==> config.mk <==
export PLATFORM = sky130hd
export DESIGN_NAME = switch_allocator_flat
export DESIGN_NICKNAME = d
export VERILOG_FILES = /design/src/rtl/switch_allocator_pkg.sv /design/src/rtl/switch_allocator_if.sv /design/src/rtl/switch_allocator_rr_arbiter.sv /design/src/rtl/switch_allocator.sv /design/src/flat_wrapper.sv
export SDC_FILE = /design/constraint.sdc
export NUM_CORES = 1
export LEC_CHECK = 0
export BUFFER_PORTS_ARGS = -buffer_cell sky130_fd_sc_hd__buf_2
export CAP_MARGIN = 10
export CORE_AREA = 2 2 73 144
export CTS_BUF_LIST = sky130_fd_sc_hd__clkbuf_16
export DETAILED_ROUTE_END_ITERATION = 7
export DIE_AREA = 0 0 75 146
export HOLD_SLACK_MARGIN = 0.03
export SLEW_MARGIN = 15
export SYNTH_ARGS = -nofsm -noshare
export SYNTH_HDL_FRONTEND = slang
export SYNTH_HIERARCHICAL = 1
export SYNTH_SLANG_ARGS = --single-unit
==> constraint.sdc <==
create_clock -name CLK -period 2.87 [get_ports CLK]
set_input_delay 0.287 -clock CLK [delete_from_list [all_inputs] [get_ports CLK]]
set_output_delay 0.287 -clock CLK [all_outputs]
set_load 0.02 [all_outputs]
==> src/rtl/switch_allocator_pkg.sv <==
// Shared types and width helpers for the switch allocator: slot FSM states
// and index-width arithmetic used by the interface, top and arbiters.
package switch_allocator_pkg;

  typedef enum logic {
    IDLE  = 1'b0,
    ALLOC = 1'b1
  } alloc_state_t;

  localparam int DEF_NUM_BUFFERS  = 4;
  localparam int DEF_NUM_OUTPORTS = 4;
  localparam int DEF_NUM_VCS      = 2;

  // Index width that stays at least one bit wide for single-entry ranges.
  function automatic int idx_w(input int n);
    return (n > 1) ? $clog2(n) : 1;
  endfunction

  function automatic int rr_idx(input int base, input int off, input int n);
    return (base + off) % n;
  endfunction

endpackage

==> src/rtl/switch_allocator_if.sv <==
// Request/grant bundle between the input buffers and the switch allocator.
// The allocator modport drives the per-slot crossbar select/enable.
interface switch_allocator_if #(
  parameter int NUM_BUFFERS  = switch_allocator_pkg::DEF_NUM_BUFFERS,
  parameter int NUM_OUTPORTS = switch_allocator_pkg::DEF_NUM_OUTPORTS,
  parameter int NUM_VCS      = switch_allocator_pkg::DEF_NUM_VCS
) ();

  localparam int SELECT_SIZE = switch_allocator_pkg::idx_w(NUM_BUFFERS);
  localparam int OUTPORT_W   = switch_allocator_pkg::idx_w(NUM_OUTPORTS);
  localparam int VC_W        = switch_allocator_pkg::idx_w(NUM_VCS);

  logic [NUM_BUFFERS-1:0]                                 valid;
  logic [NUM_BUFFERS-1:0][OUTPORT_W-1:0]                  req_outport;
  logic [NUM_BUFFERS-1:0][VC_W-1:0]                       req_vc;
  logic                                                   reg_bank_claim;
  logic [NUM_OUTPORTS-1:0][NUM_VCS-1:0][SELECT_SIZE-1:0]  select;
  logic [NUM_OUTPORTS-1:0][NUM_VCS-1:0]                   enable;
  logic [NUM_BUFFERS-1:0]                                 grant;

  modport allocator (
    input  valid, req_outport, req_vc, reg_bank_claim,
    output select, enable, grant
  );

  modport client (
    output valid, req_outport, req_vc, reg_bank_claim,
    input  select, enable, grant
  );

endinterface

==> src/rtl/switch_allocator_rr_arbiter.sv <==
// Combinational round-robin arbiter: highest priority at ptr, scanning
// upward with wrap; reports the first requester found.
module rr_arbiter #(
  parameter  int N = 4,
  localparam int W = switch_allocator_pkg::idx_w(N)
) (
  input  logic [N-1:0] req,
  input  logic [W-1:0] ptr,
  output logic [W-1:0] winner,
  output logic         any_grant
);
  import switch_allocator_pkg::*;

  logic [W-1:0] cand;

  always_comb begin
    winner    = '0;
    any_grant = 1'b0;
    cand      = '0;
    for (int i = 0; i < N; i++) begin
      cand = W'(rr_idx(int'(ptr), i, N));
      if (!any_grant && req[cand]) begin
        any_grant = 1'b1;
        winner    = cand;
      end
    end
  end

endmodule

==> src/rtl/switch_allocator.sv <==
// Switch allocator: one round-robin arbiter and two-state wormhole FSM per
// (outport, VC) slot; a slot stays locked to its owner until valid drops.
module switch_allocator #(
  parameter int NUM_BUFFERS  = 4,
  parameter int NUM_OUTPORTS = 4,
  parameter int NUM_VCS      = 2
) (
  input  logic                  CLK,
  input  logic                  RST,
  switch_allocator_if.allocator bus
);
  import switch_allocator_pkg::*;

  localparam int SEL_W     = idx_w(NUM_BUFFERS);
  localparam int NUM_SLOTS = NUM_OUTPORTS * NUM_VCS;

  logic [NUM_BUFFERS-1:0]                 qual;
  logic [NUM_BUFFERS-1:0]                 owns;
  logic [NUM_SLOTS-1:0][NUM_BUFFERS-1:0]  slot_req;
  logic [NUM_SLOTS-1:0][SEL_W-1:0]        winner;
  logic [NUM_SLOTS-1:0][SEL_W-1:0]        owner_q;
  logic [NUM_SLOTS-1:0][SEL_W-1:0]        ptr_q;
  logic [NUM_SLOTS-1:0]                   any_win;
  logic [NUM_SLOTS-1:0]                   load;
  alloc_state_t                           state_q [NUM_SLOTS];
  alloc_state_t                           state_d [NUM_SLOTS];

  function automatic logic [SEL_W-1:0] wrap_inc(input logic [SEL_W-1:0] idx);
    return (idx == SEL_W'(NUM_BUFFERS - 1)) ? '0 : idx + 1'b1;
  endfunction

  // A buffer that already owns a slot, or asks for a nonexistent slot, is
  // kept out of every arbiter.
  always_comb begin
    qual     = '0;
    slot_req = '0;
    for (int b = 0; b < NUM_BUFFERS; b++) begin
      qual[b] = bus.valid[b] && !owns[b] &&
                (int'(bus.req_outport[b]) < NUM_OUTPORTS) &&
                (int'(bus.req_vc[b]) < NUM_VCS);
      for (int s = 0; s < NUM_SLOTS; s++) begin
        slot_req[s][b] = qual[b] &&
          ((int'(bus.req_outport[b]) * NUM_VCS + int'(bus.req_vc[b])) == s);
      end
    end
  end

  for (genvar s = 0; s < NUM_SLOTS; s++) begin : g_slot
    rr_arbiter #(.N(NUM_BUFFERS)) u_arb (
      .req       (slot_req[s]),
      .ptr       (ptr_q[s]),
      .winner    (winner[s]),
      .any_grant (any_win[s])
    );
  end

  // Slots already allocated never look at their arbiter, so a release and a
  // new request on the same slot costs one idle cycle.
  always_comb begin
    for (int s = 0; s < NUM_SLOTS; s++) begin
      state_d[s] = state_q[s];
      load[s]    = 1'b0;
      case (state_q[s])
        IDLE: begin
          if (any_win[s] && !bus.reg_bank_claim) begin
            state_d[s] = ALLOC;
            load[s]    = 1'b1;
          end
        end
        ALLOC: begin
          if (!bus.valid[owner_q[s]]) state_d[s] = IDLE;
        end
        default: state_d[s] = IDLE;
      endcase
    end
  end

  // ---- slot state / owner / pointer registers ----
  always_ff @(posedge CLK or posedge RST) begin
    if (RST) begin
      for (int s = 0; s < NUM_SLOTS; s++) begin
        state_q[s] <= IDLE;
        owner_q[s] <= '0;
        ptr_q[s]   <= '0;
      end
    end else begin
      for (int s = 0; s < NUM_SLOTS; s++) begin
        state_q[s] <= state_d[s];
        if (load[s]) begin
          owner_q[s] <= winner[s];
          ptr_q[s]   <= wrap_inc(winner[s]);
        end
      end
    end
  end

  always_comb begin
    owns       = '0;
    bus.enable = '0;
    bus.select = '0;
    for (int o = 0; o < NUM_OUTPORTS; o++) begin
      for (int v = 0; v < NUM_VCS; v++) begin
        bus.enable[o][v] = (state_q[o*NUM_VCS+v] == ALLOC);
        bus.select[o][v] = owner_q[o*NUM_VCS+v];
        if (state_q[o*NUM_VCS+v] == ALLOC) owns[owner_q[o*NUM_VCS+v]] = 1'b1;
      end
    end
    bus.grant = owns;
  end

endmodule

==> src/flat_wrapper.sv <==
// flat-port wrapper written by rule: the top's interface ports become plain ports
module switch_allocator_flat import switch_allocator_pkg::*;
#(
  parameter int NUM_BUFFERS  = 4,
  parameter int NUM_OUTPORTS = 4,
  parameter int NUM_VCS      = 2
)
  (CLK, RST, bus_valid, bus_req_outport, bus_req_vc, bus_reg_bank_claim, bus_select, bus_enable, bus_grant);
  switch_allocator_if #(.NUM_BUFFERS(NUM_BUFFERS), .NUM_OUTPORTS(NUM_OUTPORTS), .NUM_VCS(NUM_VCS)) bus_i ();
  input  logic CLK;
  input  logic RST;
  input wire logic [$bits(bus_i.valid)-1:0] bus_valid;
  input wire logic [$bits(bus_i.req_outport)-1:0] bus_req_outport;
  input wire logic [$bits(bus_i.req_vc)-1:0] bus_req_vc;
  input wire logic [$bits(bus_i.reg_bank_claim)-1:0] bus_reg_bank_claim;
  output wire logic [$bits(bus_i.select)-1:0] bus_select;
  output wire logic [$bits(bus_i.enable)-1:0] bus_enable;
  output wire logic [$bits(bus_i.grant)-1:0] bus_grant;
  assign bus_i.valid = bus_valid;
  assign bus_i.req_outport = bus_req_outport;
  assign bus_i.req_vc = bus_req_vc;
  assign bus_i.reg_bank_claim = bus_reg_bank_claim;
  assign bus_select = bus_i.select;
  assign bus_enable = bus_i.enable;
  assign bus_grant = bus_i.grant;
  switch_allocator #(.NUM_BUFFERS(NUM_BUFFERS), .NUM_OUTPORTS(NUM_OUTPORTS), .NUM_VCS(NUM_VCS)) u_core (.CLK(CLK), .RST(RST), .bus(bus_i));
endmodule
==> flow_summary.ini, run 1 <==
[status]
outcome = complete, no violations

[pwr]
leakage_nw = 1.89
cellPowerDensity_nw_per_um2 = 675
ir_drop_mv = 0.301

[global_route]
grt_pass1_vias = 3197
grt.total_usage_pct = 19.2
grt_pass1_wl_mm = 15.9
grt_overflow = 0
antenna_found_initial = 0
grt_max_degree = 41

[clock_tree]
htree_levels = 2
clk_path_buf_depth = 2
root_buffer = clkbuf_16
holdBufCountCts = 0
cts_tree = built
cts.sinks = 40
clk_pin_slew_worst_paths_ps = 60
clk_latency_ps = 290
cts_made_buffers = 5

[worst_hold_path]
hold_class = primary input to asynchronous set/reset pin

[timing]
max-slew-margin-rel_pct = 64.2
holdWs_ps = 129
clock.fmax_ghz = 0.363
period_share_pct = 96.0
period_needed_ps = 2750
finClkSkew_ps = 5.62
final_max_slew_viol_count = 0
setup_viol = 0
worst_pin_slew_ps = 536
hold_violations = 0

[job]
maxCapViolations = 0

[floorplan]
die_height_microns = 146
die_area_sq_um = 11000
rows = 51
core_area_sq_um = 9760
die_w_microns = 75
initial_utilization_pct = 31.3
io_pins = 47

[final_layout]
regArea_sq_um = 1000
post-route-cell-area_sq_um = 4140
nFillCells = 977
final_util_pct = 42.4
multiInputGateArea_sq_um = 2040
final_cells = 571
fin_nets = 465
area_growth_pct = 35.6
drive_above_1_share_pct = 37.8
antenna_cells = 0

[detailed_routing]
vias_per_cell = 5.40
wire_per_inst_microns = 17.7
wirelength_mm = 10.1
drt_iter0_drc = 149
drt-pass1-iter-count = 4
ant_nets = 0
drc = 0
vias = 3086

[worst_setup_path]
reg2reg_slack_ps = 120
cp.required_ps = 3040
setup.worst_path.start_class = flop
cpLargestDelayFamily = compound AO/OA/AOI/OAI gates
rr_startpoint = u_core/bus.enable[7]
cp-end-kind = flop
r2r_cells = 10
crit_fanout = 8
path_buf_inv = 2
path_cells = nor2b_1 > a2bb2oi_2 > nand4_4 > buf_4 > nor3_2 > inv_1 > a221o_1 > a21oi_2 > ha_1 > mux2_1
path_depth = 10
crit_arrival_ps = 2930
regToRegEndpoint = u_core/ptr_q[5]
criticalPathCategory = flop to flop
slowest_delay_ps = 450
crit_path_top_delay_cell = dfrtp_1

[synthesis]
syn_inst = 334
yosys.cell_count.top_type = dfrtp_1
synth_edf_count = 0
synth_seq_cells = 40
synthArstFlopShare_pct = 100
synth_top_flop_cell = dfrtp_1
yosysWarningCount = 6
synth.top_cell.area_share_pct = 32.8
syn-cell-area_sq_um = 3050
yosys-top-cells-count = 40 x dfrtp_1, 35 x inv_1, 33 x a21oi_1
synthTopCellsByArea = dfrtp_1 33%, mux2_1 9.2%, a21oi_1 5.4%
synth_cell_type_count = 35
synth_fp_nets = 361
yosysTopAreaCell = dfrtp_1
yosysSeqAreaShare_pct = 32.8
avgSynthCellArea_sq_um = 9.14

[placement]
io_buffers = 46
gp_congestion = 0.888
dpl.hpwl_mm = 7.75
place_inst = 560
placed_cell_area_sq_um = 3810
==> cells by family after synthesis <==
family | count (synthesis) | synth area share, %
AND/OR/NAND/NOR | 130 | 25.3
AO/OA/AOI/OAI | 71 | 15.0
buffers and inverters | 46 | 5.90
flip-flops | 40 | 32.8
multiplexers | 39 | 17.7
adder cells (fa/ha/maj) | 8 | 3.28
==> cell type report <==
class,count,area share [%]
clock buffers,5,3.02
repair buffers,100,15.4
clock inverters,3,0.272
flip-flops and latches,40,24.2
well taps,132,3.99
multi-input cells,248,49.2
inverters,43,3.90
==> report_power, final <==
part | switching [mW] | internal (mW)
clock | 0.222 | 0.313
sequential | 0.248 | 0.750
combinational | 0.674 | 0.584
==> routing by layer <==
layer  vias up  track usage, %  routed length (microns)
met4         0            10.4                      502
met3        31            2.70                      391
met5         -               0                        0
met2        83            34.7                     5630
met1      1528            20.2                     3600
li1       1444               -                        -
==> per-stage QoR <==
step	setup WS (ps)	setup TNS, ps	total power, mW
2_1_floorplan	-21.3	-85.3	1.67
3_3_place_gp	-167	-337	2.12
3_5_place_dp	-134	-285	2.16
4_1_cts	5.38	0	2.74
5_1_grt	-16.4	-35.8	2.97
6_report	116	0	2.79
==> registers in the layout, summed over array words and instances (netlist names) <==
name / count
u_core/ptr_q: 16
u_core/bus.enable: 8
u_core/bus.select: 16
==> worst reg2reg max path, delay by kind of cell, from the launching register on <==
family / cells / cell delay [ps]
muxes: 1 / 280
adders and majority gates: 1 / 240
buffers and inverters: 2 / 290
AOI/OAI and AO/OA: 3 / 760
DFF: 1 / 450
and+or+nand+nor: 3 / 620
==> worst max path at each step <==
stage | end | start | slack, ps
2_1_floorplan | u_core/ptr_q[11] | u_core/bus.enable[2] | -20
3_3_place_gp | u_core/ptr_q[9] | u_core/bus.enable[7] | -170
3_5_place_dp | u_core/ptr_q[9] | u_core/bus.enable[7] | -130
4_1_cts | u_core/ptr_q[1] | u_core/bus.enable[6] | 5
5_1_grt | u_core/ptr_q[5] | u_core/bus.enable[7] | -20
6_report | u_core/ptr_q[5] | u_core/bus.enable[7] | 120
==> placed cells by master, fill, tap and decap left out, types with 5 or more instances in the layout <==
| cell type | instances |
|---|---|
| ha_1 | 8 |
| nor2_1 | 17 |
| o221ai_1 | 8 |
| buf_2 | 46 |
| o21ai_0 | 8 |
| a221o_1 | 8 |
| clkbuf_16 | 5 |
| dfrtp_1 | 38 |
| nand2b_1 | 17 |
| inv_2 | 8 |
| nor3b_1 | 7 |
| nand3_1 | 16 |
| nor4_2 | 9 |
| nor3_1 | 10 |
| mux2_1 | 25 |
| a21o_1 | 8 |
| nor3_2 | 11 |
| buf_4 | 54 |
| a21oi_2 | 6 |
| nand3b_1 | 10 |
| mux2_2 | 6 |
| a21oi_1 | 27 |
| inv_1 | 37 |
| nor3b_2 | 8 |
| nand2_1 | 14 |
| mux4_2 | 5 |
==> timing repair <==
item / in CTS / in global routing
gates cloned: 0 / 0
buffers inserted: 2 / 1
hold endpoints to repair: 0 / 0
gates resized for setup: 6 / 29
endpoints found under the setup margin: 4 / 26
pin swaps: 1 / 2
No activity file was read; power rests on OpenSTA's default activity.
==> run 2, diff against run 1 <==
ABC_AREA = 1   (was unset)
CORE_AREA = 2 2 93 184   (was 2 2 73 144)
DIE_AREA = 0 0 95 186   (was 0 0 75 146)
==> run 2 against run 1 <==
Compared with the run above:
- clock power increased by 23%
- die area increased by 61%
- critical path type unchanged
- utilization decreased by 6.6 points
- highest routed layer unchanged
- synthesized cell count increased to 2.5 times the previous value
- sequential power increased by 42%
- register-to-register slack improved by 110 ps
- global-route usage decreased by 0.95 points
- clock skew increased by 6.3 ps
- maximum frequency increased by 4.1%
==> flow_summary.ini, run 2 <==
[timing]
period_share_pct = 92.2
max-slew-margin-rel_pct = 43.9
clock.fmax_ghz = 0.378
period_needed_ps = 2640
final_max_slew_viol_count = 0
fin_tns_setup_ps = 0
finClkSkew_ps = 11.9
hold_violations = 0
setup_viol = 0
grt_setup_unrepaired = false
worst_slack_ps = 225
worst_pin_slew_ps = 836

[clock_tree]
cts_made_buffers = 5
clk_path_buf_depth = 2
root_buffer = clkbuf_16
ctsResizeCount = 0
clk_pin_slew_worst_paths_ps = 60
htree_levels = 2
post-cts-setup-buffer-count = 0
clk_latency_ps = 300
holdBufCountCts = 0
cts_tree = built
cts.sinks = 40

[final_layout]
final_common_cell = nand2_1
layout_common_cells = 279 x nand2_1, 109 x nand3_1, 80 x nand2_2
drive_above_1_share_pct = 30.2
antenna_cells = 0
nFillCells = 1800
area_growth_pct = 13.5
fin_nets = 919

[worst_setup_path]
path_buf_inv = 3
path_depth = 16
criticalPathCategory = flop to flop
cpLargestDelayFamily = simple AND/OR/NAND/NOR gates
crit_fanout = 8
r2r_cells = 16
crit_path_top_delay_cell = dfrtp_1
setup.worst_path.start_class = flop
cp-end-kind = flop
slowest_delay_ps = 460
path_cells = nand3_1 > nand2_1 > nor2_2 > nand3_4 > nor2_1 > inv_1 > nand2_1 > nand3_1 > nand2_2 > inv_1 > nand3b_1 > nand2_1 > nor2_4 > inv_1 > or2_1 > o21a_1
crit_arrival_ps = 2830
cp.required_ps = 3050

[synthesis]
synth_seq_cells = 40
yosysTopAreaCell = nand2_1
yosys.cell_count.top_type = nand2_1
yosys.area_share.xor_xnor_pct = 0
synth_top_flop_cell = dfrtp_1
synthTopCellsByArea = nand2_1 20%, dfrtp_1 20%, nand3_1 11%
synth_fp_nets = 863
synth_edf_count = 0
synth.top_cell.area_share_pct = 20.4
yosys-top-cells-count = 279 x nand2_1, 110 x nand3_1, 80 x nand2_2
synth_top_family_by_area = simple AND/OR/NAND/NOR gates
synthAdderAreaFrac_pct = 1.95
syn_inst = 836
synth_cell_type_count = 27
synth.mux.area_fraction_pct = 0
syn-cell-area_sq_um = 5120
synth_compound_area_share_pct = 6.18
yosysSeqAreaShare_pct = 19.5
avgSynthCellArea_sq_um = 6.13
synthArstFlopShare_pct = 100
yosysWarningCount = 6
synthSimpleGateAreaFrac_pct = 62.7

[detailed_routing]
drt_iter0_drc = 318
wire_per_inst_microns = 13.9
vias_per_cell = 4.92
drt-pass1-iter-count = 7
drc = 0
wirelength_mm = 15.3
ant_nets = 0
vias = 5392

[status]
outcome = complete, no violations

[floorplan]
die_height_microns = 186
die_area_sq_um = 17700
core_area_sq_um = 16300
rows = 66
die_w_microns = 95
io_pins = 47
initial_utilization_pct = 31.5

[global_route]
grt_pass1_wl_mm = 25.1
antenna_found_initial = 0
grt.total_usage_pct = 18.3
grt_overflow = 0
grt_pass1_vias = 5228
grt_max_degree = 22

[pwr]
p_total_mw = 7.10
leakage_nw = 3.02
cellPowerDensity_nw_per_um2 = 1220
ir_drop_mv = 0.327

[placement]
dpl.hpwl_mm = 12.7
post-place-ws_ps = 114
gp_congestion = 0.901
io_buffers = 46

[worst_hold_path]
hold_class = primary input to asynchronous set/reset pin

[job]
maxCapViolations = 0
## run 2: final timing paths
check / endpoint / from / slack (ps)
worst max-delay path: u_core/bus.select[8] / u_core/bus.enable[5] / 230
worst min-delay path: u_core/bus.enable[0] / RST / 40
worst max register to register: u_core/bus.select[8] / u_core/bus.enable[5] / 230
worst min register to register: u_core/bus.select[10] / u_core/bus.select[10] / 590
max in group asynchronous: u_core/bus.select[2] / RST / 2100
min in group CLK: u_core/bus.enable[6] / bus_reg_bank_claim / 480
## run 2: power by group
| part | internal, mW | total [mW] | leakage, nW | switching [mW] |
|---|---|---|---|---|
| combinational | 1.79 | 5.02 | 2.45 | 3.23 |
| clock | 0.406 | 0.660 | 0.0850 | 0.254 |
| sequential | 0.832 | 1.42 | 0.491 | 0.585 |
## run 2: layout make-up
class,instances,area [sq um],area share [%]
Multi-Input combinational cell,681,3670,63.0
Inverter,104,390,6.71
Sequential cell,40,1010,17.3
Tap cell,204,255,4.39
Clock buffer,5,125,2.15
Clock inverter,3,38.8,0.667
Timing Repair Buffer,60,335,5.76
## run 2: logic make-up (layout without fill, tap and decap cells)
logic type               Yosys count  count (layout)
AO/OA/AOI/OAI                     54              54
adder cells (fa/ha/maj)            8               8
buffers and inverters            115             172
flip-flops                        40              40
AND/OR/NAND/NOR                  619             619
## run 2: metrics by stage
step	std cells	instance area, sq um	util (%)	hold slack [ps]
finish	1097	5820	35.8	40.9
global route	1097	5820	35.8	94.7
CTS	1097	5780	35.5	73.5
detailed placement	1089	5610	34.5	398
global placement	1089	5610	34.5	385
floorplan	836	5120	-	505
## run 2: routing by layer
metal	share of wire, %	vias up	routed length [microns]	track usage, %
met1	36	2500	5490	18.2
met3	3.9	32	592	2.31
met5	0	-	0	0
met2	57	107	8640	36.2
li1	-	2753	-	-
met4	3.7	0	567	8.17
